--- src/rtl/filter_scheduler.sv ---
// ============================================================================
// Module : filter_scheduler
// Brief  : Frame-synchronous filter selector with blanked switch-over frames
//          and a per-frame animation phase for the wave filter.
// Rev    : 1.0  initial release
// ============================================================================
`default_nettype none

module filter_scheduler #(
    parameter int NUM_FILTERS  = 4,
    parameter int AUTO_FRAMES  = 60,
    parameter int BLANK_FRAMES = 2,
    parameter int PHASE_STEP   = 2,
    parameter int V_MAX        = 320
) (
    input  logic                           clk_in,
    input  logic                           rst_in,
    input  logic                           next_in,
    input  logic                           auto_en_in,
    input  logic [10:0]                    hcount_in,
    input  logic [9:0]                     vcount_in,
    input  logic                           data_valid_in,
    output logic [$clog2(NUM_FILTERS)-1:0] filter_sel_out,
    output logic [8:0]                     phase_out,
    output logic                           blank_out,
    output logic                           frame_start_out,
    output logic                           busy_out
);

    localparam int SEL_W = $clog2(NUM_FILTERS);
    localparam int FC_W  = (AUTO_FRAMES  > 1) ? $clog2(AUTO_FRAMES)  : 1;
    localparam int BC_W  = (BLANK_FRAMES > 1) ? $clog2(BLANK_FRAMES) : 1;

    localparam logic [SEL_W-1:0] SEL_LAST = SEL_W'(NUM_FILTERS - 1);
    localparam logic [FC_W-1:0]  FC_LAST  = FC_W'(AUTO_FRAMES - 1);
    localparam logic [BC_W-1:0]  BC_LAST  = BC_W'(BLANK_FRAMES - 1);
    localparam logic [9:0]       STEP     = 10'(PHASE_STEP);
    localparam logic [9:0]       VMAX     = 10'(V_MAX);

    typedef enum logic [0:0] {
        RUN   = 1'b0,
        BLANK = 1'b1
    } state_t;

    state_t           state;
    logic             fs_prev;
    logic             pending;
    logic [FC_W-1:0]  frame_cnt;
    logic [BC_W-1:0]  blank_cnt;

    logic             fs_raw;
    logic             fs;
    logic             auto_req;
    logic             go_blank;
    logic             go_run;
    logic             pending_nxt;
    logic [9:0]       phase_sum;
    logic [8:0]       phase_inc;

    // A frame start is the first valid (0,0) sample; repeats of it are ignored.
    assign fs_raw   = data_valid_in && (hcount_in == 11'd0) && (vcount_in == 10'd0);
    assign fs       = fs_raw && !fs_prev;
    assign auto_req = fs && auto_en_in && (frame_cnt == FC_LAST);
    assign go_blank = fs && (state == RUN) && pending;
    assign go_run   = fs && (state == BLANK) && (blank_cnt == BC_LAST);

    // A request landing on the servicing edge survives for the next switch.
    assign pending_nxt = (pending && !go_blank) || next_in || auto_req;

    assign phase_sum = {1'b0, phase_out} + STEP;
    assign phase_inc = 9'((phase_sum >= VMAX) ? (phase_sum - VMAX) : phase_sum);

    always_ff @(posedge clk_in or negedge rst_in) begin
        if (!rst_in) begin
            state           <= RUN;
            fs_prev         <= 1'b0;
            pending         <= 1'b0;
            frame_cnt       <= '0;
            blank_cnt       <= '0;
            filter_sel_out  <= '0;
            phase_out       <= '0;
            blank_out       <= 1'b0;
            frame_start_out <= 1'b0;
            busy_out        <= 1'b0;
        end else begin
            fs_prev         <= fs_raw;
            frame_start_out <= fs;
            pending         <= pending_nxt;
            busy_out        <= go_blank || ((state == BLANK) && !go_run) || pending_nxt;
            if (fs) begin
                case (state)
                    RUN: begin
                        if (pending) begin
                            state     <= BLANK;
                            blank_cnt <= '0;
                            frame_cnt <= '0;
                            blank_out <= 1'b1;
                        end else begin
                            phase_out <= phase_inc;
                            if (auto_en_in) begin
                                frame_cnt <= (frame_cnt == FC_LAST) ? '0 : frame_cnt + 1'b1;
                            end
                        end
                    end
                    BLANK: begin
                        if (blank_cnt == BC_LAST) begin
                            state          <= RUN;
                            filter_sel_out <= (filter_sel_out == SEL_LAST) ? '0
                                                                           : filter_sel_out + 1'b1;
                            phase_out      <= '0;
                            blank_out      <= 1'b0;
                        end else begin
                            blank_cnt <= blank_cnt + 1'b1;
                        end
                    end
                    default: state <= RUN;
                endcase
            end
        end
    end

endmodule

`default_nettype wire
--- config.mk ---
export PLATFORM = sky130hd
export DESIGN_NAME = filter_scheduler
export DESIGN_NICKNAME = d
export VERILOG_FILES = /design/src/rtl/filter_scheduler.sv
export SDC_FILE = /design/constraint.sdc
export NUM_CORES = 1
export LEC_CHECK = 0
export ABC_AREA = 1
export CAP_MARGIN = 20
export CORE_MARGIN = 10
export CORE_UTILIZATION = 68
export DETAILED_ROUTE_END_ITERATION = 12
export DONT_BUFFER_PORTS = 1
export GPL_TIMING_DRIVEN = 0
export PLACE_DENSITY = 0.84
export SYNTH_ARGS = -nofsm -noshare
export SYNTH_HDL_FRONTEND = slang
export SYNTH_SLANG_ARGS = --single-unit
--- constraint.sdc ---
create_clock -name clk_in -period 4 [get_ports clk_in]
set_input_delay 0.4 -clock clk_in [delete_from_list [all_inputs] [get_ports clk_in]]
set_output_delay 0.4 -clock clk_in [all_outputs]
set_load 0.02 [all_outputs]
Word level (Yosys, flattened, before mapping)

Cells that the tools add are included.

Add/sub/neg operators: 5
Magnitude comparators: 1
Equal/unequal tests: 5
Mux-type cells: 17
Bitwise logic cells: 1
Reductions and logical operators: 26

Operators with widths:

| operator             | count |
|---|---|
| $mux 9               | 3 |
| $mux 6               | 3 |
| $pmux 9 s2           | 1 |
| $reduce_and 3->1     | 4 |
| $logic_and 1x1->1    | 11 |
| $logic_not 11->1     | 1 |
| $add 9x2->10 const B | 1 |
| $ge 10x9->1 const B  | 1 |
| $logic_not 10->1     | 1 |
| $sub 9x9->9 const B  | 1 |
| $add 6x1->6 const B  | 1 |
| $eq 6x6->1 const B   | 1 |
| $mux 1               | 6 |
| $pmux 1 s2           | 3 |
| $logic_or 1x1->1     | 4 |
| $ne 2x2->1 const B   | 2 |
| $logic_not 1->1      | 3 |
| $add 2x1->2 const B  | 1 |
| $eq 2x2->1 const B   | 1 |
| $mux 2               | 1 |
| $ne 2x1->1 const B   | 1 |
| $reduce_and 2->1     | 1 |
| $reduce_bool 2->1    | 1 |
| $add 1x1->1 const B  | 1 |
| $not 1->1            | 1 |

Register bits: 24
Bits of input ports: 26
Output and inout port bits: 14
Logic and storage cells: 65

Logic depth before layout (Yosys ltp)

Gate-level depths: netlist (run 1).

Depth in word-level cells: 11
Depth in mapped cells: 17
Gate-level depth less buffers: 17

Worst setup path after synthesis (run 1)

Ideal clock, no wire load.

Kind: register to register
Start: register phase_out[1]
End: register phase_out[7]
Setup time: 117 ps
Data arrival time: 1,984 ps
Required time: 3,883 ps
Slack: 1,899 ps
Cell stages (with the launch flop): 18
Buffers on the path: 0
Clock period less this slack: 2,101 ps
Path through: dfrtp_1 ha_1 nand2_1 inv_1 nand2_1 inv_1 nand2_1 xor2_1 ha_1 nand3b_1 nor2_1 nand2_1 nor2_1 nand2_1 nand2_1 nand2_1 nand3_1 nand2_1

Longest elaborated chain between the ends: 5
Elaborated cells on any way between the ends: 6
Those cells by class: add/sub: 2; order compare: 1; mux: 3

RTL lines:

| item                                              | RTL line | RTL |
|---|---|---|
| start: declaration                                | 24       | `output logic [8:0] phase_out,` |
| start signal: assignment                          | 99       | `phase_out <= phase_inc;` |
| $add 9x2->10 (*)                                  | 70       | `assign phase_sum = {1'b0, phase_out} + STEP;` |
| $sub 9x9->9 / $ge 10x9->1 (equally long branches) | 71       | `assign phase_inc = 9'((phase_sum >= VMAX) ? (phase_sum - VMAX) : phase_sum);` |
| $mux 9 (*)                                        | 71       |  |
| $mux 9 (*)                                        | 93       | `if (pending) begin` |
| $pmux 9 s2 (*)                                    | 91       | `case (state)` |

Every way passes the cells marked *; elsewhere a longest branch is shown, timed or not. The select of a mux whose other input is x is not followed.
A chain may end at the register's enable or synchronous reset.

Worst setup path in the final report (run 1)

Ends and elaborated chain as after synthesis.

==> results of run 1 <==
==> logic make-up (layout without fill, tap and decap cells) <==
group                    after synthesis  in the layout  synth area share
buffers and inverters                 39             45           0.09146
XOR/XNOR                               3              3           0.01588
adder cells (fa/ha/maj)                5              5           0.03779
AO/OA/AOI/OAI                         14             14           0.04762
flip-flops                            23             23            0.3477
other                                  1              1          0.002265
AND/OR/NAND/NOR                      156            156            0.4573
==> worst max-delay path: stages, from the launching register on <==
cell and delay [ns]:
dfrtp_1 0.57, ha_1 0.27, nand2_1 0.06, inv_1 0.10, nand2_1 0.08, inv_1 0.08, nand2_1 0.06, xor2_1 0.25
ha_1 0.19, nand3b_1 0.08, nor2_1 0.12, nand2_1 0.05, nor2_1 0.09, nand2_1 0.09, nand2_1 0.10, nand2_1 0.06
nand3_1 0.06, nand2_1 0.05
==> worst max path at each step <==
stage | end | slack, ns | from | cells past startpoint
after global routing | phase_out[7]$_DFFE_PN0P_ | 1.30 | phase_out[1]$_DFFE_PN0P_ | 17
after CTS | phase_out[7]$_DFFE_PN0P_ | 1.55 | phase_out[1]$_DFFE_PN0P_ | 17
after global placement | phase_out[6]$_DFFE_PN0P_ | 1.70 | phase_out[1]$_DFFE_PN0P_ | 17
final | phase_out[7]$_DFFE_PN0P_ | 1.53 | phase_out[1]$_DFFE_PN0P_ | 17
after floorplan | phase_out[7]$_DFFE_PN0P_ | 1.90 | phase_out[1]$_DFFE_PN0P_ | 17
after detailed placement | phase_out[7]$_DFFE_PN0P_ | 1.57 | phase_out[1]$_DFFE_PN0P_ | 17
==> synth_stat cells (2+ instances only) <==
master	instances
nor2_4	3
nor2_1	34
dfrtp_1	23
o21ai_1	6
inv_2	2
nand3_1	27
nor3_4	2
o21ai_0	5
nand4_1	13
nor2_2	5
o21bai_1	2
inv_1	33
nand3_2	3
nand2_1	62
xnor2_1	2
ha_1	5
clkbuf_1	2
or2_2	2
==> per-stage QoR <==
stage,cell area [um2],util,total power [mW]
global placement,1690,0.7427,0.2487
global route,1755,0.7713,0.3816
detailed placement,1690,0.7427,0.2497
finish,1755,0.7713,0.3633
CTS,1728,0.7592,0.3625
floorplan,1655,-,0.2480
==> timing repair <==
item,in CTS,in global routing
resized for setup,0,0
endpoints found under the setup margin,0,0
hold endpoints to repair,23,0
hold buffers,1,0
==> layer usage <==
metal,vias to the layer above,wire length [um],track usage
met3,4,318,0.04137
met1,717,1558,0.1778
met4,0,34,0.06874
met2,70,2044,0.2702
li1,785,-,-
met5,-,0,0
==> report_power, final <==
group          switching, mW  internal (mW)
logic                 0.0129        0.00844
registers        0.000000305          0.232
clock network         0.0721         0.0373
==> area by class of cell <==
cell class                 count  area (um2)
timing repair buffer           2       37.54
clock buffer                   3       22.52
fill                         166       520.5
inverter                      35       131.4
sequential                    23       575.6
tap                           28       35.03
clock inverter                 1       5.005
buffer                         4       20.02
multi-input combinational    179       928.4
==> flow_summary.toml, run 1 <==
[status]
run_status = "finished clean"

[final_layout]
syn_to_final_growth_pct = 6.047
antenna_cells = 0
layout_commonest_cell = "nand2_1"
stdcell_count = 275
reg.largest.list = "phase_out (8), frame_cnt (6), filter_sel_out (2)"
nets = 279
largest_reg_flops = 8
drive_gt1_frac = 0.1134
final_cell_mix = "nand2_1 (62), nor2_1 (34), inv_1 (33)"
top_register = "phase_out"

[grt]
gr-usage-all-layers = 0.1576
grt_pass1_wl_um = 6589
grt_max_degree = 24
antenna_found_initial = 0
grt_overflow = 0
first_global_vias = 1507

[setup_path]
r2r-end = "phase_out[7]$_DFFE_PN0P_"
path_class = "reg -> reg"
arrival_ns = 2.69
r2r_slack_ns = 1.53
start_kind = "flip-flop"
crit_fanout = 6
worstPathRequired_ns = 4.22
reg2reg_depth = 17
timing.rr.start = "phase_out[1]$_DFFE_PN0P_"
end_kind = "flip-flop"

[sta]
timing.hold.ws_ns = 0.1954
tns_ns = 0
hold_viol_final = 0
layout_min_cycle_time_ns = 2.473
period_share = 0.6182
rsz0062_at_grt = "false"
fmax_mhz = 404.4
drv_slew = 0
fin_ws_ns = 1.527
clock_skew_ns = 0.004419
setup_viol = 0

[power_and_ir_drop]
peakVddDrop_mv = 0.1882
p_per_area_nw_per_um2 = 207.0
p_leak_nw = 0.8543

[placed_design]
dp_hpwl_um = 3094
place.gp.congestion = 0.8851
port_buffers = 0
dpl.cell_count = 269
dp_slack_ns = 1.568

[route]
first_pass_iters = 4
wl_per_cell_um = 14.38
routed_wl_um = 3954
ant_nets = 0
drtIter0Drc = 183
drc_errors = 0
via_per_inst = 5.731
vias = 1576

[yosys]
avgSynthCellArea_um2 = 6.869
synth_top_area_frac = 0.3477
ys.flop_type = "dfrtp_1"
yosys-top-cells-area = "dfrtp_1 (35%), nand2_1 (14%), nand3_1 (8.2%)"
syn-cell-area_um2 = 1655
synth-seq-cells = 23
syn_inst = 241
synth.distinct_cells = 28
ys_seq_area_frac = 0.3477
postSynth.asyncResetShare = 1.000
syn_nets = 272
synth_edf_count = 0
yosys_warnings = 0
synth_area_leader_cell = "dfrtp_1"

[floorplanning]
die-area_um2 = 4808
die_h_um = 69.34
initial_core_util = 0.7273
fp.dieW_um = 69.34
ios = 40
core_um2 = 2276
core.rowCount = 17

[clock_tree]
cts_buffers = 3
post_cts_buffers = 0
cts.htree.levels = 1
clk-insertion-delay-late_ns = 0.31
cts_tree = "yes"
clockBufferDepth = 2
root_buffer = "clkbuf_4"
cts_sinks = 23
path_clk_slew_ns = 0.13

[min_path]
min-delay-start = "next_in"
min_path_type = "in -> reg"
worstHoldPathCells = 2
hold_end = "pending$_DFF_PN0_"

[job]
drv_cap = 0
Power figures use the tool's default switching activity.
==> inputs of run 2 (changes only) <==
--- a/config.mk
+++ b/config.mk
@@ -7,12 +7,13 @@
 export LEC_CHECK = 0
 export ABC_AREA = 1
 export CAP_MARGIN = 20
+export CORE_ASPECT_RATIO = 0.5
 export CORE_MARGIN = 10
-export CORE_UTILIZATION = 68
+export CORE_UTILIZATION = 57
 export DETAILED_ROUTE_END_ITERATION = 12
 export DONT_BUFFER_PORTS = 1
 export GPL_TIMING_DRIVEN = 0
-export PLACE_DENSITY = 0.84
+export PLACE_DENSITY = 0.75
 export SYNTH_ARGS = -nofsm -noshare
 export SYNTH_HDL_FRONTEND = slang
 export SYNTH_SLANG_ARGS = --single-unit
==> constraint.sdc (replaced) <==
create_clock -name clk_in -period 2.1 [get_ports clk_in]
set_input_delay 0.21 -clock clk_in [delete_from_list [all_inputs] [get_ports clk_in]]
set_output_delay 0.21 -clock clk_in [all_outputs]
set_load 0.02 [all_outputs]
==> run 2 against run 1 <==
Net effect:
- the flow now finishes with violations (setup timing)
- die area up 16%
- final cell count up 4.7%
- clock power rose to 2.6 times the previous value
- sequential share of layout area down 1.5 points
- count of clock-buffer cells in the layout unchanged
- combinational power up 71%
- core utilization down 8.0 points
- setup slack worse by 1.5 ns
==> flow_summary.toml, run 2 (synthesis gave the netlist of run 1 again) <==
[status]
run_status = "finished, violations left"
violations = "setup timing"

[sta]
max_slew_margin = 0.5747
layout_min_cycle_time_ns = 2.107
clock_skew_ns = 0.005762
fin_ws_ns = -0.006726
tightest_slew_ns = 0.6359
setup_viol = 2
fmax_mhz = 474.7
tns_ns = -0.007763
hold_viol_final = 0
rsz0062_at_grt = "true"
period_share = 1.003
drv_slew = 0

[setup_path]
path_class = "reg -> reg"
end_kind = "flip-flop"
cp_num_buf_inv = 5
crit_top_cell = "nand2_2"
arrival_ns = 2.28
start_kind = "flip-flop"
cp_slowest_stage_delay_ns = 0.50
cp_top_family = "simple AND/OR/NAND/NOR gates"
cp_slowest_cell = "dfrtp_2"
crit_fanout = 6
worstPathRequired_ns = 2.27
worstPathCellList = "ha_4 > nand2_2 > inv_2 > nand2_2 > inv_2 > nand2_2 > xor2_2 > buf_4 > ha_1 > inv_1 > nand3_1 > nand2_1 > inv_2 > nand2_2 > nand2_1 > nand3_1 > nand2_1"

[grt]
gr-usage-all-layers = 0.1421
grt_max_degree = 24
first_global_vias = 1468
grt_pass1_wl_um = 6506
antenna_found_initial = 0
grt_overflow = 0

[final_layout]
reg.largest.list = "phase_out (8), frame_cnt (6), filter_sel_out (2)"
largest_reg_flops = 8
final_cell_mix = "nand2_1 (55), nor2_1 (33), inv_1 (31)"
syn_to_final_growth_pct = 12.09
antenna_cells = 0
final_util = 0.6914
top_register = "phase_out"
multi_input_area_um2 = 975.9
fillCellCount = 221
drive_gt1_frac = 0.1992
nets = 283
seq_area_um2 = 580.6
layout_commonest_cell = "nand2_1"

[power_and_ir_drop]
p_int_uw = 588.7
comb_power_share = 0.048
power_frac_seq = 0.578
power_frac_clock = 0.374
p_per_area_nw_per_um2 = 412.3
p_leak_nw = 0.8659
peakVddDrop_mv = 0.2219
total_power_uw = 765.0
p_switching_uw = 176.3
swShare = 0.2305

[route]
routed_wl_um = 3874
via_per_inst = 5.361
first_pass_iters = 4
wl_per_cell_um = 13.45
ant_nets = 0
drtIter0Drc = 66
vias = 1544
drc_errors = 0

[clock_tree]
clockBufferDepth = 2
clk-insertion-delay-late_ns = 0.27
root_buffer = "clkbuf_8"
cts.htree.levels = 1
cts_buffers = 3
path_clk_slew_ns = 0.09
cts_tree = "yes"
cts_sinks = 23

[floorplanning]
ios = 40
core.rowCount = 13
fp.dieW_um = 96.21
initial_core_util = 0.6168
core_um2 = 2684
die-area_um2 = 5590
die_h_um = 58.11

[job]
drv_cap = 0

[placed_design]
port_buffers = 0
dp_slack_ns = -0.2411
place.gp.congestion = 0.8662
dp_hpwl_um = 2906

[min_path]
min_path_type = "in -> reg"
run 2: timing repair:
| action | in CTS | in global routing |
|---|---|---|
| hold buffers | 1 | 0 |
| setup buffers | 2 | 2 |
| resized for setup | 8 | 10 |
| pin swaps | 2 | 9 |
| endpoints found under the hold margin | 23 | 0 |
| endpoints found under the setup margin | 2 | 3 |
run 2: final timing paths:
check                           cells after the start  slack, ns                  endpoint                startpoint
worst min-delay path                                2       0.05         pending$_DFF_PN0_                   next_in
worst max-delay path                               17     -0.007  phase_out[6]$_DFFE_PN0P_  phase_out[1]$_DFFE_PN0P_
worst max register to register                     17     -0.007  phase_out[6]$_DFFE_PN0P_  phase_out[1]$_DFFE_PN0P_
worst min register to register                      2       0.53  frame_cnt[1]$_DFFE_PN0P_  frame_cnt[1]$_DFFE_PN0P_
min in group asynchronous                           1       0.39  phase_out[4]$_DFFE_PN0P_                    rst_in
max in group asynchronous                           2       1.20  phase_out[2]$_DFFE_PN0P_                    rst_in
run 2: routing by layer:
| layer | wire (um) | GRT usage |
|---|---|---|
| met1 | 1817 | 0.1763 |
| met2 | 1585 | 0.2202 |
| met3 | 402 | 0.05648 |
| met4 | 69 | 0.04593 |
| met5 | 0 | 0 |
run 2: through the flow:
| stage | std cells | hold WS [ns] | cell area, um2 |
|---|---|---|---|
| detailed placement | 278 | -0.08482 | 1703 |
| CTS | 285 | 0.05149 | 1800 |
| global placement | 278 | -0.08487 | 1703 |
| finish | 288 | 0.05260 | 1856 |
| global route | 288 | 0.06603 | 1856 |
| floorplan | 241 | -0.08559 | 1657 |
run 2: cell type report:
type                    count  area share
plain buffers               4     0.01079
clock buffers               3     0.02225
clock inverters             1    0.002697
inverters                  35     0.07080
multi-input cells         179      0.5260
flip-flops and latches     23      0.3129
well taps                  37     0.02495
repair buffers              6     0.02967
run 2: power groups by stage:
stage                     registers [mW]  logic, mW  clock network, mW
after floorplan                    0.451     0.0209                  0
after global placement             0.451     0.0228                  0
after detailed placement           0.451     0.0237                  0
after CTS                          0.442     0.0343              0.287
after global routing               0.442     0.0426              0.308
final                              0.442     0.0367              0.286
